$ cat src/rtl/iot_monitor_multi.sv
// Multi-channel active-device monitor: per-channel up/down counters (wrap or saturate),
// direct load, threshold alarms, sticky overflow/underflow flags and a registered total.
module iot_monitor_multi #(
  parameter int CHANNELS     = 4,
  parameter int WIDTH        = 8,
  parameter int SATURATE     = 0,
  parameter int ALARM_THRESH = 200,
  localparam int LCW = (CHANNELS > 1) ? $clog2(CHANNELS) : 1,
  localparam int TW  = WIDTH + $clog2(CHANNELS)
) (
  input  logic                      clk,
  input  logic                      rst_n,
  input  logic                      clear,
  input  logic [CHANNELS-1:0]       change,
  input  logic [CHANNELS-1:0]       on_off,
  input  logic                      load,
  input  logic [LCW-1:0]            load_ch,
  input  logic [WIDTH-1:0]          load_val,
  input  logic                      flag_clr,
  output logic [CHANNELS*WIDTH-1:0] count_flat,
  output logic [CHANNELS-1:0]       alarm,
  output logic [CHANNELS-1:0]       ovf,
  output logic [CHANNELS-1:0]       unf,
  output logic [TW-1:0]             total
);

  localparam logic [WIDTH-1:0] MAX_V  = '1;
  localparam logic [WIDTH-1:0] THRESH = WIDTH'(ALARM_THRESH);

  genvar gi;
  generate
    for (gi = 0; gi < CHANNELS; gi++) begin : g_ch
      logic [WIDTH-1:0] cnt_q, cnt_d;
      logic             ovf_q, ovf_d, unf_q, unf_d, alarm_q;
      logic             ovf_evt, unf_evt, load_sel;

      // An out-of-range load_ch never matches any channel, so such loads fall away.
      assign load_sel = load && (load_ch == LCW'(gi));

      always_comb begin
        cnt_d   = cnt_q;
        ovf_evt = 1'b0;
        unf_evt = 1'b0;
        if (clear) begin
          cnt_d = '0;
        end else if (load_sel) begin
          cnt_d = load_val;
        end else if (change[gi]) begin
          if (on_off[gi]) begin
            if (cnt_q == MAX_V) begin
              ovf_evt = 1'b1;
              cnt_d   = (SATURATE != 0) ? MAX_V : '0;
            end else begin
              cnt_d = cnt_q + WIDTH'(1);
            end
          end else begin
            if (cnt_q == '0) begin
              unf_evt = 1'b1;
              cnt_d   = (SATURATE != 0) ? '0 : MAX_V;
            end else begin
              cnt_d = cnt_q - WIDTH'(1);
            end
          end
        end
        // A fresh event beats flag_clr; clear beats everything.
        ovf_d = !clear && (ovf_evt || (ovf_q && !flag_clr));
        unf_d = !clear && (unf_evt || (unf_q && !flag_clr));
      end

      always_ff @(posedge clk or negedge rst_n) begin
        if (!rst_n) begin
          cnt_q   <= '0;
          ovf_q   <= 1'b0;
          unf_q   <= 1'b0;
          alarm_q <= 1'b0;
        end else begin
          cnt_q   <= cnt_d;
          ovf_q   <= ovf_d;
          unf_q   <= unf_d;
          alarm_q <= (cnt_d >= THRESH);
        end
      end

      assign count_flat[gi*WIDTH +: WIDTH] = cnt_q;
      assign alarm[gi] = alarm_q;
      assign ovf[gi]   = ovf_q;
      assign unf[gi]   = unf_q;
    end
  endgenerate

  logic [TW-1:0] sum_d;
  logic [TW-1:0] total_q;

  always_comb begin
    sum_d = '0;
    for (int i = 0; i < CHANNELS; i++) begin
      sum_d = sum_d + TW'(count_flat[i*WIDTH +: WIDTH]);
    end
  end

  always_ff @(posedge clk or negedge rst_n) begin
    if (!rst_n) total_q <= '0;
    else        total_q <= sum_d;
  end

  assign total = total_q;

endmodule

$ cat config.mk
export PLATFORM = sky130hd
export DESIGN_NAME = iot_monitor_multi
export DESIGN_NICKNAME = d
export VERILOG_FILES = /design/src/rtl/iot_monitor_multi.sv
export SDC_FILE = /design/constraint.sdc
export NUM_CORES = 1
export LEC_CHECK = 0
export ABC_AREA = 1
export BUFFER_PORTS_ARGS = -buffer_cell sky130_fd_sc_hd__buf_2
export CAP_MARGIN = 20
export CORE_MARGIN = 4
export CORE_UTILIZATION = 35
export CTS_CLUSTER_SIZE = 14
export DETAILED_ROUTE_END_ITERATION = 12
export PLACE_DENSITY_LB_ADDON = 0.3
export SLEW_MARGIN = 20
export SYNTH_ARGS = -nofsm -noshare
export SYNTH_HDL_FRONTEND = slang
export SYNTH_SLANG_ARGS = --single-unit
$ cat constraint.sdc
create_clock -name clk -period 3.1 [get_ports clk]
set_input_delay 0 -clock clk [delete_from_list [all_inputs] [get_ports clk]]
set_output_delay 0 -clock clk [all_outputs]
set_load 0.05 [all_outputs]
-- After elaboration in Yosys (flattened, before gate mapping)
Index checks and enable logic that the tools add are counted.
- logic and storage cells: 138
- bits of input ports: 23
- flip-flop bits (word level): 54
- equality and inequality tests: 7
- mux-type cells: 64
- order comparisons: 4
- reduce and logical (&&, ||, !) cells: 35
- add/subtract/negate cells: 11
- operator list (kind ; number):
    two-way mux 8 bit ; 24
    two-way mux 1 bit ; 40
    adder 8 x 1 -> 8 bit, second input constant ; 4
    equality test 8 bit, second input constant ; 4
    greater-or-equal comparator 8 bit, second input constant ; 4
    zero test 8 bit ; 4
    subtractor 8 x 1 -> 8 bit, second input constant ; 4
    logical AND 1 bit ; 20
    adder 10 x 8 -> 10 bit ; 1
    adder 9 x 8 -> 10 bit ; 1
    adder 8 x 8 -> 9 bit ; 1
    logical OR 1 bit ; 8
    equality test 2 bit, second input constant ; 2
    equality test 2 x 1 -> 1 bit, second input constant ; 1
    zero test 1 bit ; 2
    zero test 2 bit ; 1

-- Depth between registers and ports, before layout
- depth in word-level cells: 8
- gate-level depth with buffers: 14
- mapped depth without buffers: 14

-- Worst setup path after synthesis
Ideal clock, no wire load.
- path kind: reg2reg
- from: register g_ch[1].cnt_q[1]
- to: register total_q[7] (netlist: total[7])
- data required time: 2969 ps
- stages on the path, launching flop included: 13
- period minus slack after synthesis: 3185 ps
- arrival time: 3054 ps
- setup slack: -85 ps
- cells stage by stage: dfrtp_1 -> inv_1 -> fa_1 -> fa_1 -> inv_1 -> ha_1 -> inv_1 -> fa_1 -> o21ai_0 -> nand2_1 -> nand2_1 -> a21oi_1 -> xor2_1
- longest elaborated chain between the ends: 3
- ends and longest elaborated chain (what ; line ; source):
    from (decl) ; 33 ; logic [WIDTH-1:0] cnt_q, cnt_d;
    from (signal assigned) ; 77 ; cnt_q <= cnt_d;
    adder 8 x 8 -> 9 bit ; 97 ; sum_d = sum_d + TW'(count_flat[i*WIDTH +: WIDTH]);
    adder 9 x 8 -> 10 bit ; 97 ;
    adder 10 x 8 -> 10 bit ; 97 ;
    via sum_d[7] ; 91 ; logic [TW-1:0] sum_d;
    to (signal assigned) ; 103 ; else total_q <= sum_d;
    to (decl) ; 92 ; logic [TW-1:0] total_q;
The timed path passes the listed nets, and every way through them passes these cells.

-- Worst setup path after layout
- from: register g_ch[0].cnt_q[4]
- to: register total_q[9] (netlist: total[9])
- longest elaborated chain between the ends: 3
- ends and longest elaborated chain (what ; line):
    from (decl) ; 33
    from (signal assigned) ; 77
    adder 8 x 8 -> 9 bit ; 97
    adder 9 x 8 -> 10 bit ; 97
    adder 10 x 8 -> 10 bit ; 97
    via sum_d[9] ; 91
The timed path passes the listed nets, and every way through them passes these cells.

==> results.md <==
* Result of the run: finished clean
* All-layer global routing usage at 18.9%
* Count of placed standard cells in the final layout, fillers left out at 907
* Pre-antenna DRT Iters at 5
* Clock-pin slew reported for the worst setup and hold paths after clock tree synthesis at 0.08 ns
* Static power due to leakage at 0.00283 uW
* Critical path startpoint: g_ch[0].cnt_q[4]$_DFF_PN0_
* Total Negative Setup Slacks at 0 ns
* Synth top area share at 29.0%
* Capturing element of the worst setup path: total[9]$_DFF_PN0_
* DR vias/cell at 4.96
* RD Place Congestion at 0.969
* Worst skew pair latency at 0.31 ns
* Post-route fraction of the period consumed by the critical path at 92.8%
* Final period demand of the worst path at 2.88 ns
* Final max-slew violation count at 0
* Cell depth of the worst setup path at 13
* Number of input and output port buffers inserted at 76
* Area growth from synthesis to layout at 14.9%
* Fillcell total at 1,414
* Wire length reported by the detailed router at 14,100 um
* Maximum clock skew at final layout at 0.0140 ns
* Largest net degree at the start of global routing at 42
* Initial antenna violation count at 0
* Remaining DRCs at 0
* Post CTS Setup Buffer Count at 0
* Dominant cell type by area after synthesis: dfrtp_1
* Vertical extent of the die at 123 um
* Worst Hold Margin at 0.0120 ns
* Sum of buffers and inverters on the critical path at 2
* Crit-path slowest cell: fa_1
* Depth of the worst register-to-register path at 13
* Arrival time at the worst endpoint at 3.07 ns
* Die Footprint at 15,200 um^2
* Startpoint-to-endpoint class of the critical path: flop to flop
* Initial core utilization at 36.4%
* Number of DRC markers in iteration 0 at 317
* Type of element launching the critical path: flop
* Number of hold violations in the final report at 0
* Htree depth at 2
* Number of placement rows at 41
* Worst slew margin at 35.1%
* Vias in the first global route at 4,115
* Count of different cell masters after synthesis at 36
* Clock Sinks at 54
* Type of the tightest min-delay check: input port to flop
* Area contributors post-synth: dfrtp_1 29%, nand2_1 11%, inv_1 7.2%, fa_1 6.9%, nand3_1 6.9%
* Worst path most repeated cell: nand2_1
* Commonest non-fill, non-tap cell in the layout: nand2_1
* Largest fanout on the critical path at 6
* Total of flip-flops plus latches after synthesis at 54
* Synthesized area per cell at 6.97 um^2
* Gate family responsible for the most delay along the worst path: adder cells
* CORE AREA at 12,800 um^2
* Top-Level Pins at 77
* Slowest cell delay on critical path at 0.53 ns
* Worst reg2reg path startpoint: g_ch[0].cnt_q[4]$_DFF_PN0_
* Leftover overflow at the end of global routing at 0
* Total CTS buffers at 5
* Estimated wirelength of the detail-placed design at 11,100 um
* Maximum ir drop on the vdd rail at 0.212 mV
* CP required at 3.29 ns
* Kind of end point of the critical path: flop
* Horizontal die dimension at 123 um
* First-pass GRT wire length at 22,200 um
* Most frequent cells in the layout: 135 x nand2_1, 89 x inv_1, 76 x buf_2
* Power density of the placed cells at 543 nW/um^2
* Setup violation total in the final timing report at 0
* RSZ-0062 raised after global routing: false
* ANT cells at 0
* Sequential area share after synthesis at 29.0%
* Transition time at the pin with the least slew margin at 0.973 ns
* Number of cells in the design after placement at 898
* Maximum buffer depth of the clock tree at 2
* Synthesized netlist net count at 727
* Sum of internal, switching and leakage power at 2910 uW
* Worst setup slack for register-to-register paths at 0.22 ns
* Layout Nets at 792
* Cell count after synthesis at 669
* Share of layout cells above drive strength 1 at 18.5%
* Reported max-cap violation count at 0
* Cell-by-cell trace of the critical path: inv_1 -> fa_1 -> fa_1 -> inv_1 -> ha_1 -> a21oi_1 -> o21ai_2 -> nand2_1 -> nand2_1 -> a21oi_2 -> nor2_1 -> o21ai_0 -> nand2_1
* Post-Syn Area at 4660 um^2
* Highest Clock Rate at 347 MHz
* Capturing point of the worst reg2reg path: total[9]$_DFF_PN0_
* Routed Antenna Nets at 0
* Average wire per cell in the routed design at 15.6 um
* Vias after detailed routing at 4,503
* Clock root cell: clkbuf_16
* Clock tree from TritonCTS: yes
* Synthesis warning total at 0
-- routing by layer --
layer	up-vias	track usage, %	wire [um]
li1	2276	-	-
met5	-	0	0
met2	157	28.9	6350
met3	18	3.66	1020
met1	2052	26.9	6480
met4	0	5.74	249
-- tightest hold or removal path, stage by stage --
cell and delay [ns]:
buf_2 0.12, nand4_1 0.09, a21oi_1 0.06
-- flip-flops by register name (all words and copies together) (netlist names) --
| signal | flops |
|---|---|
| g_ch.unf_q | 4 |
| g_ch.alarm_q | 4 |
| total | 10 |
| g_ch.ovf_q | 4 |
| g_ch.cnt_q | 32 |
-- metrics by stage --
stage | setup slack, ns | util (%) | instance area (um^2)
global placement | 0.169 | 40.3 | 5170
global route | 0.00348 | 41.8 | 5360
detailed placement | 0.0728 | 40.3 | 5170
finish | 0.222 | 41.8 | 5360
floorplan | 0.0151 | - | 4670
CTS | 0.0315 | 41.7 | 5350
-- cell type report --
type,count,area [um^2],share of cell area [%]
Inverter,102,388,7.24
Tap cell,172,215,4.02
Clock buffer,5,125,2.34
Clock inverter,3,43.8,0.818
Timing Repair Buffer,89,480,8.97
Multi-Input combinational cell,482,2750,51.2
Sequential cell,54,1360,25.4
-- what timing repair did --
item,in CTS,in global routing
hold endpoints to repair,40,0
gates resized for setup,0,5
hold buffers,1,0
endpoints found under the setup margin,0,2
-- worst min-delay path by stage --
stage	depth (start not counted)	to	start
6_report	3	g_ch[2].unf_q$_DFF_PN0_	change[2]
3_5_place_dp	1	g_ch[3].cnt_q[1]$_DFF_PN0_	rst_n
5_1_grt	3	g_ch[2].cnt_q[6]$_DFF_PN0_	change[2]
3_3_place_gp	1	g_ch[3].cnt_q[1]$_DFF_PN0_	rst_n
2_1_floorplan	0	g_ch[0].alarm_q$_DFF_PN0_	rst_n
4_1_cts	3	g_ch[2].unf_q$_DFF_PN0_	change[2]
-- cells by family (layout without fill, tap and decap cells) --
group | after synthesis | after routing | share of synthesized area [%]
simple gates | 308 | 308 | 29.4
buf+inv | 133 | 199 | 12.3
compound gates | 120 | 120 | 13.7
flops | 54 | 54 | 29.0
fa+ha+maj | 35 | 35 | 12.0
xor+xnor | 19 | 19 | 3.57
-- synthesized netlist by cell type --
cell type	n
dfrtp_1	54
nor2_4	3
o211ai_1	7
a211oi_1	1
ha_1	19
nand4_1	9
buf_4	15
nand3b_1	2
a31oi_1	2
buf_2	9
o22ai_1	1
o21ai_0	56
nor3_1	5
nand2_1	135
or2_2	3
o31ai_1	1
nor3_2	2
o21ai_1	2
nand2_2	1
o21bai_1	1
o21ai_2	1
nor3_4	3
nor2_2	7
a21oi_2	2
clkbuf_1	6
clkbuf_2	1
inv_2	7
inv_1	90
nand3_1	64
fa_1	16
xnor2_1	3
clkinv_1	3
inv_4	2
a21oi_1	46
xor2_1	16
nor2_1	74
-- report_power, final --
group | internal [uW] | switching [uW]
combinational | 394 | 940
sequential | 805 | 88.2
clock | 384 | 297
total | 1580 | 1320
No activity file was read; power rests on OpenSTA's default activity.
